<file path="src/rtl/audio_i2s_rx_if.sv">
// rtl/audio_i2s_rx_if.sv - captured-sample stream between the I2S receiver and its consumer
interface audio_i2s_rx_if #(
  parameter int DATA_W = 16
);
  logic [DATA_W-1:0] o_data;
  logic              o_chan;
  logic              o_valid;
  logic              i_ready;

  modport master (output o_data, o_chan, o_valid, input i_ready);
  modport slave  (input o_data, o_chan, o_valid, output i_ready);
endinterface

</file>
<file path="src/rtl/audio_i2s_rx.sv">
// rtl/audio_i2s_rx.sv - oversampled I2S / left-justified ADC capture with sample FIFO
module audio_i2s_rx #(
  parameter int DATA_W     = 16,
  parameter bit MODE_I2S   = 1'b1,
  parameter int FIFO_DEPTH = 4,
  localparam int LW        = $clog2(FIFO_DEPTH) + 1
) (
  input  logic           i_clk,
  input  logic           i_rst_n,
  input  logic           i_bclk,
  input  logic           i_lrck,
  input  logic           i_adcdat,
  input  logic           i_en,
  audio_i2s_rx_if.master smp,
  output logic           o_overrun,
  input  logic           i_clr_overrun,
  output logic [LW-1:0]  o_level
);
  localparam int AW = $clog2(FIFO_DEPTH);
  localparam int CW = (DATA_W > 1) ? $clog2(DATA_W) : 1;

  typedef enum logic [2:0] {S_IDLE, S_WAIT_EDGE, S_SKIP, S_SHIFT, S_HOLD} state_t;

  // [0],[1] = synchroniser stages, [2] = history flop
  logic [2:0]        bclk_q, lrck_q, dat_q;
  logic              bit_rise, lr_s, dat_s, lr_edge;
  logic              lr_last_q, lr_seen_q;
  logic              unused_hist;
  state_t            state_q, state_d;
  logic [CW-1:0]     cnt_q, cnt_d, cnt_cur;
  logic [DATA_W-1:0] shift_q, shift_d, shift_in;
  logic              chan_q, chan_d, push_q, push_d;
  logic              start_slot, take_bit;

  assign bit_rise    = bclk_q[1] & ~bclk_q[2];
  assign lr_s        = lrck_q[1];
  assign dat_s       = dat_q[1];
  // lr_seen_q stops the first rise after reset from faking an edge mid-slot
  assign lr_edge     = bit_rise & lr_seen_q & (lr_s != lr_last_q);
  assign unused_hist = ^{lrck_q[2], dat_q[2]};

  if (DATA_W > 1) begin : g_shift
    assign shift_in = {shift_q[DATA_W-2:0], dat_s};
  end else begin : g_shift1
    assign shift_in = dat_s;
  end

  always_ff @(posedge i_clk) begin
    if (!i_rst_n) begin
      bclk_q    <= '0;
      lrck_q    <= '0;
      dat_q     <= '0;
      lr_last_q <= 1'b0;
      lr_seen_q <= 1'b0;
    end else begin
      bclk_q <= {bclk_q[1:0], i_bclk};
      lrck_q <= {lrck_q[1:0], i_lrck};
      dat_q  <= {dat_q[1:0], i_adcdat};
      if (bit_rise) begin
        lr_last_q <= lr_s;
        lr_seen_q <= 1'b1;
      end
    end
  end

  always_ff @(posedge i_clk) begin
    if (!i_rst_n) begin
      state_q <= S_IDLE;
      cnt_q   <= '0;
      shift_q <= '0;
      chan_q  <= 1'b0;
      push_q  <= 1'b0;
    end else begin
      state_q <= state_d;
      cnt_q   <= cnt_d;
      shift_q <= shift_d;
      chan_q  <= chan_d;
      push_q  <= push_d;
    end
  end

  always_comb begin
    state_d    = state_q;
    cnt_d      = cnt_q;
    shift_d    = shift_q;
    chan_d     = chan_q;
    push_d     = 1'b0;
    start_slot = 1'b0;
    take_bit   = 1'b0;
    cnt_cur    = cnt_q;

    if (!i_en) begin
      state_d = S_IDLE;
    end else begin
      case (state_q)
        S_IDLE:               state_d = S_WAIT_EDGE;
        S_WAIT_EDGE, S_HOLD:  start_slot = lr_edge;
        S_SKIP, S_SHIFT: begin
          start_slot = lr_edge;
          take_bit   = bit_rise & ~lr_edge;
        end
        default:              state_d = S_IDLE;
      endcase
    end

    // Left-justified slots carry the MSB on the edge rise itself
    if (start_slot) begin
      chan_d  = MODE_I2S ? lr_s : ~lr_s;
      cnt_d   = '0;
      cnt_cur = '0;
      if (MODE_I2S) state_d = S_SKIP;
      else          take_bit = 1'b1;
    end

    if (take_bit) begin
      shift_d = shift_in;
      if (cnt_cur == CW'(DATA_W - 1)) begin
        push_d  = 1'b1;
        state_d = S_HOLD;
      end else begin
        cnt_d   = cnt_cur + 1'b1;
        state_d = S_SHIFT;
      end
    end
  end

  logic [DATA_W:0] mem_q [FIFO_DEPTH];
  logic [AW-1:0]   wptr_q, rptr_q;
  logic [LW-1:0]   level_q;
  logic            ovr_q;
  logic            empty, full, pop, wr, drop;
  logic [DATA_W:0] head;

  assign empty = (level_q == '0);
  assign full  = (level_q == LW'(FIFO_DEPTH));
  assign pop   = ~empty & smp.i_ready;
  // A pop in the push cycle frees the slot, so a full FIFO still accepts
  assign wr    = push_q & (~full | pop);
  assign drop  = push_q & full & ~pop;
  assign head  = mem_q[rptr_q];

  always_ff @(posedge i_clk) begin
    if (wr) mem_q[wptr_q] <= {chan_q, shift_q};
  end

  always_ff @(posedge i_clk) begin
    if (!i_rst_n) begin
      wptr_q  <= '0;
      rptr_q  <= '0;
      level_q <= '0;
      ovr_q   <= 1'b0;
    end else begin
      if (wr)  wptr_q <= wptr_q + 1'b1;
      if (pop) rptr_q <= rptr_q + 1'b1;
      level_q <= level_q + LW'(wr) - LW'(pop);
      ovr_q   <= (ovr_q & ~i_clr_overrun) | drop;
    end
  end

  assign smp.o_valid = ~empty;
  assign smp.o_data  = empty ? '0 : head[DATA_W-1:0];
  assign smp.o_chan  = empty ? 1'b0 : head[DATA_W];
  assign o_overrun   = ovr_q;
  assign o_level     = level_q;
endmodule

</file>
<file path="src/flat_wrapper.sv">
// flat-port wrapper written by rule: the top's interface ports become plain ports
module audio_i2s_rx_flat 
#(
  parameter int DATA_W     = 16,
  parameter bit MODE_I2S   = 1'b1,
  parameter int FIFO_DEPTH = 4,
  localparam int LW        = $clog2(FIFO_DEPTH) + 1
)
  (i_clk, i_rst_n, i_bclk, i_lrck, i_adcdat, i_en, o_overrun, i_clr_overrun, o_level, smp_o_data, smp_o_chan, smp_o_valid, smp_i_ready);
  audio_i2s_rx_if #(.DATA_W(DATA_W)) smp_i ();
  input  logic i_clk;
  input  logic i_rst_n;
  input  logic i_bclk;
  input  logic i_lrck;
  input  logic i_adcdat;
  input  logic i_en;
  output logic o_overrun;
  input  logic i_clr_overrun;
  output logic [LW-1:0] o_level;
  output wire logic [$bits(smp_i.o_data)-1:0] smp_o_data;
  output wire logic [$bits(smp_i.o_chan)-1:0] smp_o_chan;
  output wire logic [$bits(smp_i.o_valid)-1:0] smp_o_valid;
  input wire logic [$bits(smp_i.i_ready)-1:0] smp_i_ready;
  assign smp_o_data = smp_i.o_data;
  assign smp_o_chan = smp_i.o_chan;
  assign smp_o_valid = smp_i.o_valid;
  assign smp_i.i_ready = smp_i_ready;
  audio_i2s_rx #(.DATA_W(DATA_W), .MODE_I2S(MODE_I2S), .FIFO_DEPTH(FIFO_DEPTH)) u_core (.i_clk(i_clk), .i_rst_n(i_rst_n), .i_bclk(i_bclk), .i_lrck(i_lrck), .i_adcdat(i_adcdat), .i_en(i_en), .smp(smp_i), .o_overrun(o_overrun), .i_clr_overrun(i_clr_overrun), .o_level(o_level));
endmodule
</file>
<file path="config.mk">
export PLATFORM = sky130hd
export DESIGN_NAME = audio_i2s_rx_flat
export DESIGN_NICKNAME = d
export VERILOG_FILES = /design/src/rtl/audio_i2s_rx_if.sv /design/src/rtl/audio_i2s_rx.sv /design/src/flat_wrapper.sv
export SDC_FILE = /design/constraint.sdc
export NUM_CORES = 1
export LEC_CHECK = 0
export ABC_CLOCK_PERIOD_IN_PS = 4200
export CORE_MARGIN = 2
export CORE_UTILIZATION = 40
export DETAILED_ROUTE_END_ITERATION = 6
export MAX_ROUTING_LAYER = met4
export REMOVE_ABC_BUFFERS = 1
export SYNTH_ARGS = -nofsm -noshare
export SYNTH_HDL_FRONTEND = slang
export SYNTH_SLANG_ARGS = --single-unit
</file>
<file path="constraint.sdc">
create_clock -name i_clk -period 4.2 [get_ports i_clk]
set_clock_uncertainty 0.1 [all_clocks]
set_input_delay 0.84 -clock i_clk [delete_from_list [all_inputs] [get_ports i_clk]]
set_output_delay 0.84 -clock i_clk [all_outputs]
set_load 0.03 [all_outputs]
</file>
After elaboration in Yosys (flattened, before gate mapping). Memories as Yosys holds them, arrays and structs flattened. A register that Yosys moved wholly into a read port is not among the register bits. Cells that the tools add are included.

Bits in registers: 42. Bits in writable memories: 68. Input port bits: 8. Word-level logic and storage cells: 69. Memories kept: 1.

Memory list: u_core.mem_q (depth 4, bits a word 17, read ports 1, clocked after Yosys merged registers in 1, write ports 1, RTL line audio_i2s_rx.sv:127) `logic [DATA_W:0] mem_q [FIFO_DEPTH];`.

Add/sub/neg operators: 5. Eq/ne operators: 8. Mux-type cells: 19. Bitwise gates (word level): 17. Reduce and logical (&&, ||, !) cells: 5.

Operators with widths (number): $mux 16 (1); $mux 3 (4); $mux 4 (3); $and 1x1->1 (9); $mux 1 (8); $eq 3x2->1 const B (2); $eq 3x3->1 const B (2); $logic_not 3->1 (2); $not 1->1 (6); $pmux 3 s2 (1); $add 2x1->2 const B (2); $add 4x1->4 const B (1); $eq 4x4->1 const B (1); $mux 2 (2); $ne 4x2->1 const B (1); $reduce_or 4->1 (1); $add 3x1->3 (1); $eq 3x1->1 const B (1); $sub 3x1->3 (1); $or 1x1->1 (2); $reduce_and 2->1 (1); $reduce_or 2->1 (1); $ne 1x1->1 (1).

Longest topological paths before layout. Gate-level depths: netlist of run 1.

Word-level depth: 10. Mapped depth: 10.

Least setup slack after synthesis of run 1. Ideal clock, no wire load.

Kind: input -> register. Start: input smp_i_ready. End: register u_core.level_q[2], in the netlist u_core.o_level[2]. Setup time: 0.128 ns. Arrival time: 2.352 ns. Slack: 1.621 ns. Cell stages on the path: 8. Cells stage by stage: nor4b_1 > nor2b_1 > clkbuf_1 > ha_1 > fa_1 > xnor2_1 > xnor2_1 > nor2_1.

Longest elaborated chain between the ends: 5.

Ends and longest elaborated chain: from (decl) (RTL line flat_wrapper.sv:23) `input wire logic [$bits(smp_i.i_ready)-1:0] smp_i_ready;`; $and 1x1->1 (RTL line audio_i2s_rx.sv:136) `assign pop = ~empty & smp.i_ready;`; $or 1x1->1 (RTL line audio_i2s_rx.sv:138) `assign wr = push_q & (~full | pop);`; $and 1x1->1 (RTL line audio_i2s_rx.sv:138); via u_core.wr (RTL line audio_i2s_rx.sv:131) `logic empty, full, pop, wr, drop;`; $add 3x1->3 (RTL line audio_i2s_rx.sv:155) `level_q <= level_q + LW'(wr) - LW'(pop);`; $sub 3x1->3 (RTL line audio_i2s_rx.sv:155); to (signal assigned) (RTL line audio_i2s_rx.sv:155); to (decl) (RTL line audio_i2s_rx.sv:129) `logic [LW-1:0] level_q;`.

The timed path passes the listed nets, and every way through them passes these cells. A chain may end at the register's enable or synchronous reset.

==> key figures, run 1 <==
STA
  • Final Max Tran Viols: 0
  • RSZ-0062 raised after global routing: false
  • # setup viols final: 0
  • Final hold viol count: 0
  • Worst Max-Slew Pin Slew: just over 1000 ps
  • Crit path time final: 3290 ps
  • Setup_tns: 0 ps
  • Achievable Freq: about 300 MHz
  • Hold WS: approximately 350 ps
  • Tcrit/Tclk final: approximately four fifths
  • Slew margin rel.: 32.4%

Placement
  • Routability cong.: a little over 0.7
  • PortBufs: 29
  • DP HPWL: 4170 microns

Global route
  • M1 GR Usage: between 10% and 20%
  • Initial antenna violation count: 0
  • Total gr overflow: 0
  • Largest net degree at the start of global routing: 31
  • Met2 usage: 21.2%
  • Met3 Track Usage GR: under 10%
  • Gr usage total: about an eighth
  • First-pass GRT wire length: roughly 11,000 microns
  • Vias in the first global route: ~2,200
  • GRT busiest layer: met2

Die
  • Die Width: about 110 microns
  • # rows: 38
  • Vert. Die Dim: 108 microns
  • Core Footprint: approximately 11,000 sq um
  • I/O Pins: 30
  • Die Footprint: ~12,000 sq um
  • Initial Utilization: around 41%

Power and ir drop
  • Flop pwr share: 54.2%
  • Clk pwr share: 26.1%
  • Switching pwr: 0.630 mW
  • Worst VDD drop: 0.534 mV
  • Pwr/cell area: between 400 and 500 nW/um^2
  • Logic gate share of total power: 19.7%
  • Leakage power: 1.77 nW
  • P_int: about 1.6 mW
  • Switching Share: 28.4%

Drt
  • Via Count: approximately 2,300
  • Drt drc: 0
  • Pre-Repair DR Iteration Count: 4
  • Antenna viol nets, final: 0
  • Vias per inst: 4.85
  • DRT iter0 DRCs: 80
  • WL final: slightly below 7000 microns
  • DR WL/cell: around 15 microns

Final layout
  • Nets: approximately 330
  • Fraction of layout cells with a size suffix above 1: approximately 15%
  • Antenna fix cells: 0
  • Commonest non-fill, non-tap cell in the layout: edfxtp_1
  • Filler cell count: roughly 1,000
  • Area delta synth->final: 14.5%
  • Fin util: between 40% and 50%
  • Most frequent cells in the layout: 68 x edfxtp_1, 44 x dfxtp_1, 31 x and2_1

CTS
  • Hold-fix buffers, CTS: 0
  • Clock slew at reported path FFs: around 100 ps
  • Htree depth: 3
  • Clk sink count: 112
  • Buffer type at the clock tree root: clkbuf_8
  • Setup bufs post-CTS: 0
  • Clock insertion delay at the later pin of the skew report: roughly 360 ps
  • Clock Path Buffers: 2
  • CTS tree: built
  • Resize count post-CTS: 0
  • Cts bufs inserted: 9

Run
  • Max-cap violations: 0

Yosys
  • Synthesized instance count: about 290
  • Sequential share of the synthesized area: 67.1%
  • Mapped Area: about 4400 sq um
  • Avg Cell Area, Syn: 15.3 sq um
  • #FFs+latches synth: around 110
  • Yosys synthesis warning count: 0
  • Distinct cell type count after synthesis: 39

Critical path
  • Worst setup EP type: output port
  • CP startpoint kind: flip-flop
  • CP Data Arrival Time: around 2400 ps
  • Required @ worst endpoint: between 3000 and 4000 ps
  • Setup CP Type: reg -> out
  • Worst-path fanout max: 17

Status
  • Run status: finished clean

Hold path
  • Min-delay worst type: reg -> reg
-- power by group through the flow --
| stage | logic, mW | clock network (mW) | registers, mW |
|---|---|---|---|
| after detailed placement | 0.454 | 0 | 1.23 |
| final | 0.436 | 0.578 | 1.20 |
| after CTS | 0.455 | 0.600 | 1.20 |
| after floorplan | 0.222 | 0 | 1.29 |
| after global routing | 0.482 | 0.638 | 1.21 |
| after global placement | 0.449 | 0 | 1.23 |
-- metal layers --
layer | share of wire, % | vias up
met5 | 0 | -
met4 | 0.95 | 0
met3 | 3.5 | 7
met2 | 50 | 36
met1 | 46 | 1106
li1 | - | 1103
-- final timing paths --
kind | from | to | slack (ps) | cells past startpoint
max | flip-flop | smp_o_data[0] | 910 | 4
min | u_core.bclk_q[0] | u_core.bclk_q[1] | 350 | 1
max reg2reg | u_core.o_level[2] | u_core.o_level[2] | 1350 | 9
min reg2reg | u_core.bclk_q[0] | u_core.bclk_q[1] | 350 | 1
-- sequential cells by signal, indices dropped and copies added (netlist names), 2 cells and up, named ones only --
signal,cells
u_core.rptr_q,2
u_core.bclk_q,3
u_core.state_q,3
u_core.lrck_q,2
u_core.wptr_q,2
u_core.o_level,3
u_core.dat_q,2
u_core.shift_q,16
u_core.mem_q,68
u_core.cnt_q,4
-- layout make-up --
class / instances / area, sq um / share of cell area (%)
clock buffer: 10 / 128 / 2.56
clock inverter: 6 / 52.6 / 1.05
inverter: 10 / 37.5 / 0.753
multi-input combinational: 150 / 1330 / 26.6
sequential: 112 / 2920 / 58.6
tap: 140 / 175 / 3.51
timing repair buffer: 36 / 343 / 6.87
-- Yosys cell counts --
| cell type | number | share of area (%) |
|---|---|---|
| and4bb_2 | 1 | 0.29 |
| fa_1 | 1 | 0.46 |
| xor2_1 | 1 | 0.20 |
| o21ai_0 | 2 | 0.23 |
| o21a_1 | 1 | 0.17 |
| or3_1 | 2 | 0.29 |
| nor4_1 | 1 | 0.14 |
| ha_1 | 6 | 1.7 |
| and3b_2 | 1 | 0.23 |
| a2111oi_4 | 1 | 0.63 |
| a21oi_1 | 5 | 0.57 |
| or2_2 | 1 | 0.14 |
| edfxtp_1 | 68 | 47 |
| a21o_1 | 1 | 0.17 |
| inv_1 | 10 | 0.86 |
| o211a_1 | 1 | 0.23 |
| nor2_1 | 29 | 2.5 |
| o211ai_1 | 1 | 0.17 |
| dfxtp_1 | 44 | 20 |
| nor4_2 | 1 | 0.29 |
| and2_1 | 31 | 4.5 |
| buf_2 | 3 | 0.34 |
| mux2i_1 | 18 | 4.1 |
| o31ai_1 | 3 | 0.52 |
| a21oi_2 | 1 | 0.20 |
| and3_2 | 2 | 0.34 |
| and2_2 | 1 | 0.17 |
| a221oi_1 | 1 | 0.20 |
| buf_6 | 2 | 0.52 |
| xnor2_1 | 4 | 0.80 |
| nor4b_1 | 1 | 0.20 |
| clkbuf_1 | 8 | 0.69 |
| mux4_2 | 17 | 8.8 |
| xor2_2 | 1 | 0.37 |
| nand3b_1 | 2 | 0.34 |
| nand4b_1 | 1 | 0.20 |
| nand3_1 | 5 | 0.57 |
| nand2_1 | 2 | 0.17 |
| nor2b_1 | 4 | 0.57 |
-- worst max-delay path, stage by stage (launching register included) --
cell	delay (ps)
dfxtp_1	320
buf_4	340
mux4_2	570
and2_1	170
clkdlybuf4s50_1	590
-- cell families (layout without fill, tap and decap cells) --
kind of cell               count (synthesis)  in the layout  share of synthesized area, %
muxes                                     35             35                          12.9
AOI/OAI and AO/OA                         17             17                          3.10
buffers and inverters                     23             62                          2.41
DFF                                      112            112                          67.1
adders and majority gates                  7              7                          2.18
and+or+nand+nor                           85             85                          10.9
xor gates and xnor gates                   6              6                          1.38
-- per-stage QoR --
stage	cell area (sq um)	worst slack [ps]	std cells	total power, mW
after floorplan	4290	1410	272	1.51
after global placement	4810	1090	448	1.68
after detailed placement	4810	1050	448	1.68
after CTS	4990	838	464	2.26
after global routing	4990	769	464	2.33
final	4990	914	464	2.22
No activity file was read; power rests on OpenSTA's default activity.
==> run 2, diff against run 1 <==
- ABC_CLOCK_PERIOD_IN_PS: 4200 -> 3300
- clock period: 4.2 -> 3.3 ns (I/O delays scaled with it)
==> run 2 against run 1 <==
Net effect:
- non-clock buffer count grew 5
- global-route usage grew 1.3 points
- combinational power grew 30%
- total power grew 31%
- hold slack lost 6.6 ps
- critical endpoint unchanged
- core utilization grew 0.49 points
- flip-flop and latch count is the same
==> key figures, run 2 (same netlist as run 1, synthesis figures left out) <==
STA
  • Final hold viol count: 0 (unchanged)
  • Slew margin rel.: 63.1% (was 32.4%)
  • Worst Max-Slew Pin Slew: 552 ps (was 1010 ps)
  • Final WS setup: 191 ps (was 914 ps)
  • Achievable Freq: 322 MHz
  • RSZ-0062 raised after global routing: false (unchanged)
  • # setup viols final: 0 (unchanged)
  • Crit path time final: a little over 3000 ps
  • Setup_tns: 0 ps (unchanged)
  • Tcrit/Tclk final: 94.2%
  • Final Max Tran Viols: 0 (unchanged)

CTS
  • Buffer type at the clock tree root: clkbuf_8 (unchanged)
  • Clock slew at reported path FFs: 100 ps (about the same)
  • Clock insertion delay at the later pin of the skew report: 360 ps (about the same)
  • Setup bufs post-CTS: 0 (unchanged)
  • Htree depth: 3 (unchanged)
  • Clk sink count: 112 (unchanged)
  • Cts bufs inserted: 9 (unchanged)
  • Resize count post-CTS: 0 (unchanged)
  • Clock Path Buffers: 2 (unchanged)
  • CTS tree: built (unchanged)
  • Hold-fix buffers, CTS: 0 (unchanged)

Status
  • Run status: finished clean (unchanged)

Placement
  • Place WS: 286 ps (was 1050 ps)
  • Routability cong.: 0.680 (was 0.705)
  • DP HPWL: 4520 microns (was 4170 microns)
  • PortBufs: 29 (unchanged)

Run
  • Max-cap violations: 0 (unchanged)

Drt
  • DR WL/cell: 15.4 microns (was 15.0 microns)
  • Drt drc: 0 (unchanged)
  • Antenna viol nets, final: 0 (unchanged)
  • Vias per inst: 4.81 (was 4.85)
  • WL final: 7230 microns (was 6960 microns)
  • DRT iter0 DRCs: 71 (was 80)
  • Pre-Repair DR Iteration Count: 4 (unchanged)
  • Via Count: 2,257 (was 2,252)

Final layout
  • Top reg by flops: u_core.mem_q (unchanged)
  • Nets: 339 (was 334)
  • Fraction of layout cells with a size suffix above 1: 16.4% (was 15.1%)
  • Commonest non-fill, non-tap cell in the layout: edfxtp_1 (unchanged)
  • Max reg flops: 68 (unchanged)
  • Antenna fix cells: 0 (unchanged)
  • Area delta synth->final: 15.7% (was 14.5%)
  • Most frequent cells in the layout: 68 x edfxtp_1, 44 x dfxtp_1, 31 x and2_1 (unchanged)
  • Largest regs: u_core.mem_q x68, u_core.shift_q x16, u_core.cnt_q x4 (unchanged)

Critical path
  • CP Data Arrival Time: 2350 ps (about the same)
  • Required @ worst endpoint: 2540 ps (was 3260 ps)
  • Setup CP Type: reg -> out (unchanged)
  • Worst setup EP type: output port (unchanged)
  • Worst-path fanout max: 17 (unchanged)
  • CP startpoint kind: flip-flop (unchanged)

Die
  • Initial Utilization: 40.5% (unchanged)
  • Die Width: 108 microns (unchanged)
  • Core Footprint: 10,700 sq um (unchanged)
  • I/O Pins: 30 (unchanged)
  • Vert. Die Dim: 108 microns (unchanged)
  • Die Footprint: 11,700 sq um (unchanged)
  • # rows: 38 (unchanged)

Global route
  • Total gr overflow: 0 (unchanged)
  • Largest net degree at the start of global routing: 24 (was 31)
  • Initial antenna violation count: 0 (unchanged)
  • Gr usage total: 14.5% (was 13.2%)
  • First-pass GRT wire length: 12,200 microns (was 11,300 microns)
  • Vias in the first global route: 2,364 (was 2,226)

Power and ir drop
  • Pwr/cell area: 574 nW/um^2 (was 444 nW/um^2)
  • Leakage power: 1.80 nW (was 1.77 nW)
  • Worst VDD drop: 0.501 mV (was 0.534 mV)

Hold path
  • Min-delay worst type: reg -> reg (unchanged)
## run 2: cell types whose count changed in the layout (fill, tap and decap cells not counted)
cell       before  now
buf_4           7   12
clkinv_2        0    1
clkinv_4        2    1
inv_8           1    0
bufinv_16       0    1
## run 2: per-layer routing
metal	vias to the layer above	routed length, microns	GRT usage (%)
li1	1116	-	-
met1	1092	3230	17.6
met2	41	3670	24.1
met3	8	249	3.86
met4	0	89	3.85
met5	-	0	-
## run 2: final timing paths
check | slack, ps | cells after the start | to | start
max | 190 | 4 | smp_o_data[0] | flip-flop
min | 340 | 1 | u_core.dat_q[1] | u_core.dat_q[0]
max reg2reg | 690 | 10 | u_core.o_level[2] | u_core.o_level[1]
min reg2reg | 340 | 1 | u_core.dat_q[1] | u_core.dat_q[0]
## run 2: stage by stage
step / power [mW] / cells / area, sq um / hold slack [ps] / utilization [%]
finish: 2.89 / 469 / 5040 / 342 / 46.9
global route: 3.04 / 469 / 5040 / 353 / 46.9
CTS: 2.94 / 469 / 5040 / 345 / 46.9
floorplan: 1.92 / 272 / 4290 / 312 / -
detailed placement: 2.15 / 453 / 4840 / 318 / 45.1
global placement: 2.14 / 453 / 4840 / 318 / 45.1
## run 2: final cells by class
class / instances / area, sq um
repair buffers: 41 / 380
multi-input cells: 150 / 1330
clock buffers: 10 / 128
inverters: 10 / 37.5
flip-flops and latches: 112 / 2920
clock inverters: 6 / 67.6
well taps: 140 / 175
fillers: 997 / 5710
## run 2: power breakdown
group	leakage, nW	internal, mW	switching (mW)	total [mW]
Clock	0.0929	0.354	0.441	0.795
Combinational	0.597	0.244	0.323	0.567
Sequential	1.11	1.50	0.0282	1.53
Total	1.80	2.10	0.792	2.89
## run 2: critical path: stages, from the launching register on
cell and delay (ps):
dfxtp_1 320, buf_4 340, mux4_2 570, and2_1 170, clkdlybuf4s50_1 580
==> run 3, diff against run 2 <==
- CAP_MARGIN: unset -> 20
- PLACE_DENSITY_LB_ADDON: unset -> 0.15
==> run 3 against run 2 <==
Net effect:
- hold slack lost 1.0 ps
- register-to-register slack better by 50 ps
- non-clock buffer count decreased by 2
- flip-flop and latch count stayed put
- sequential power about the same
- final cell count is 0.43% lower
- routed wire length increased by 1.0%
- first-iteration DRC count up 39%
==> key figures, run 3 (same netlist as run 1, synthesis figures left out) <==
Status
  • Run status: finished clean (unchanged)

Drt
  • Vias per inst: 4.91 (was 4.81)
  • Drt drc: 0 (unchanged)
  • Via Count: 2,292 (was 2,257)
  • Pre-Repair DR Iteration Count: 4 (unchanged)
  • DRT iter0 DRCs: 99 (was 71)
  • Antenna viol nets, final: 0 (unchanged)
  • WL final: 7310 microns (was 7230 microns)
  • DR WL/cell: 15.6 microns (was 15.4 microns)

STA
  • Achievable Freq: 320 MHz (was 322 MHz)
  • RSZ-0062 raised after global routing: false (unchanged)
  • Crit path time final: 3120 ps (was 3110 ps)
  • Worst Max-Slew Pin Slew: 534 ps (was 552 ps)
  • Slew margin rel.: 64.3% (was 63.1%)
  • Final Max Tran Viols: 0 (unchanged)
  • Setup_tns: 0 ps (unchanged)
  • Final hold viol count: 0 (unchanged)
  • # setup viols final: 0 (unchanged)
  • Tcrit/Tclk final: 94.6% (was 94.2%)
  • Hold WS: 341 ps (was 342 ps)

Placement
  • Routability cong.: 0.720 (was 0.680)
  • PortBufs: 29 (unchanged)
  • DP HPWL: 4430 microns (was 4520 microns)
  • Placed cell count: 451 (was 453)

Final layout
  • Final cell count without fillers: 467 (was 469)
  • Filler cell count: 996 (was 997)
  • Nets: 337 (was 339)
  • Register Area: 2920 sq um (unchanged)
  • Most frequent cells in the layout: 68 x edfxtp_1, 44 x dfxtp_1, 31 x and2_1 (unchanged)
  • Commonest non-fill, non-tap cell in the layout: edfxtp_1 (unchanged)
  • Area of the multi-input gates: 1330 sq um (unchanged)
  • Largest regs: u_core.mem_q x68, u_core.shift_q x16, u_core.cnt_q x4 (unchanged)
  • Antenna fix cells: 0 (unchanged)
  • Area delta synth->final: 15.9% (was 15.7%)
  • Max reg flops: 68 (unchanged)
  • Top reg by flops: u_core.mem_q (unchanged)
  • Fraction of layout cells with a size suffix above 1: 15.9% (was 16.4%)

CTS
  • Htree depth: 3 (unchanged)
  • Cts bufs inserted: 9 (unchanged)
  • Clk sink count: 112 (unchanged)
  • Hold-fix buffers, CTS: 0 (unchanged)
  • Buffer type at the clock tree root: clkbuf_8 (unchanged)
  • Resize count post-CTS: 0 (unchanged)
  • Clock slew at reported path FFs: 100 ps (about the same)
  • Clock insertion delay at the later pin of the skew report: 370 ps (was 360 ps)
  • CTS tree: built (unchanged)
  • Clock Path Buffers: 2 (unchanged)
  • Setup bufs post-CTS: 0 (unchanged)

Power and ir drop
  • Worst VDD drop: 0.342 mV (was 0.501 mV)
  • Leakage power: 1.80 nW (about the same)
  • Pwr/cell area: 592 nW/um^2 (was 574 nW/um^2)
  • Tot Pwr: 2.99 mW (was 2.89 mW)

Critical path
  • Worst-path fanout max: 17 (unchanged)
  • Setup CP Type: reg -> out (unchanged)
  • Worst R2R Start: u_core.o_level[2] (was u_core.o_level[1])
  • Crit-path max cell delay: 600 ps (was 580 ps)
  • CP Data Arrival Time: 2360 ps (was 2350 ps)
  • CP startpoint kind: flip-flop (unchanged)
  • Worst setup EP type: output port (unchanged)
  • Cells along the critical path: buf_4, mux4_2, and2_1, clkdlybuf4s50_1 (unchanged)
  • Required @ worst endpoint: 2540 ps (about the same)
  • Slowest cell on the critical path: clkdlybuf4s50_1 (unchanged)

Die
  • I/O Pins: 30 (unchanged)
  • Initial Utilization: 40.5% (unchanged)
  • Die Footprint: 11,700 sq um (unchanged)
  • Core Footprint: 10,700 sq um (unchanged)
  • Die Width: 108 microns (unchanged)
  • Vert. Die Dim: 108 microns (unchanged)
  • # rows: 38 (unchanged)

Hold path
  • Hold wc startpoint: u_core.dat_q[0] (unchanged)
  • Min-delay worst type: reg -> reg (unchanged)

Global route
  • Initial antenna violation count: 0 (unchanged)
  • Total gr overflow: 0 (unchanged)
  • First-pass GRT wire length: 11,900 microns (was 12,200 microns)
  • Vias in the first global route: 2,309 (was 2,364)
  • Gr usage total: 14.2% (was 14.5%)
  • Largest net degree at the start of global routing: 24 (unchanged)

Run
  • Max-cap violations: 0 (unchanged)
## run 3: metal layers
layer / GRT usage [%] / wire length (microns)
met1: 17.5 / 3450
met2: 23.0 / 3560
met3: 3.98 / 197
met4: 4.40 / 95
met5: - / 0
## run 3: area by class of cell
type | instances | share of cell area [%]
clock buffer | 10 | 2.53
inverter | 10 | 0.743
clock inverter | 6 | 1.86
sequential | 112 | 57.9
timing repair buffer | 39 | 7.23
tap | 140 | 3.47
multi-input combinational | 150 | 26.3
## run 3: through the flow
| stage | cell area (sq um) | util, % | worst slack [ps] |
|---|---|---|---|
| final | 5050 | 47.0 | 178 |
| after global routing | 5050 | 47.0 | 60.5 |
| after CTS | 5050 | 47.0 | 131 |
| after detailed placement | 4830 | 44.9 | 350 |
| after global placement | 4830 | 44.9 | 414 |
| after floorplan | 4290 | - | 514 |
## run 3: worst paths after layout
kind / depth (start not counted) / slack (ps) / end
worst max-delay path: 4 / 180 / smp_o_data[0]
worst min-delay path: 1 / 340 / u_core.dat_q[1]
worst max register to register: 9 / 740 / u_core.o_level[2]
worst min register to register: 1 / 340 / u_core.dat_q[1]
## run 3: power breakdown
group | total [mW] | switching (mW) | internal, mW
logic | 0.581 | 0.338 | 0.244
registers | 1.53 | 0.0265 | 1.50
clock network | 0.881 | 0.448 | 0.433
## run 3: worst max-delay path, delay by kind of cell (launching register included)
kind                   cells  cell delay [ps]
and+or+nand+nor            1              200
muxes                      1              540
DFF                        1              320
buffers and inverters      2              940
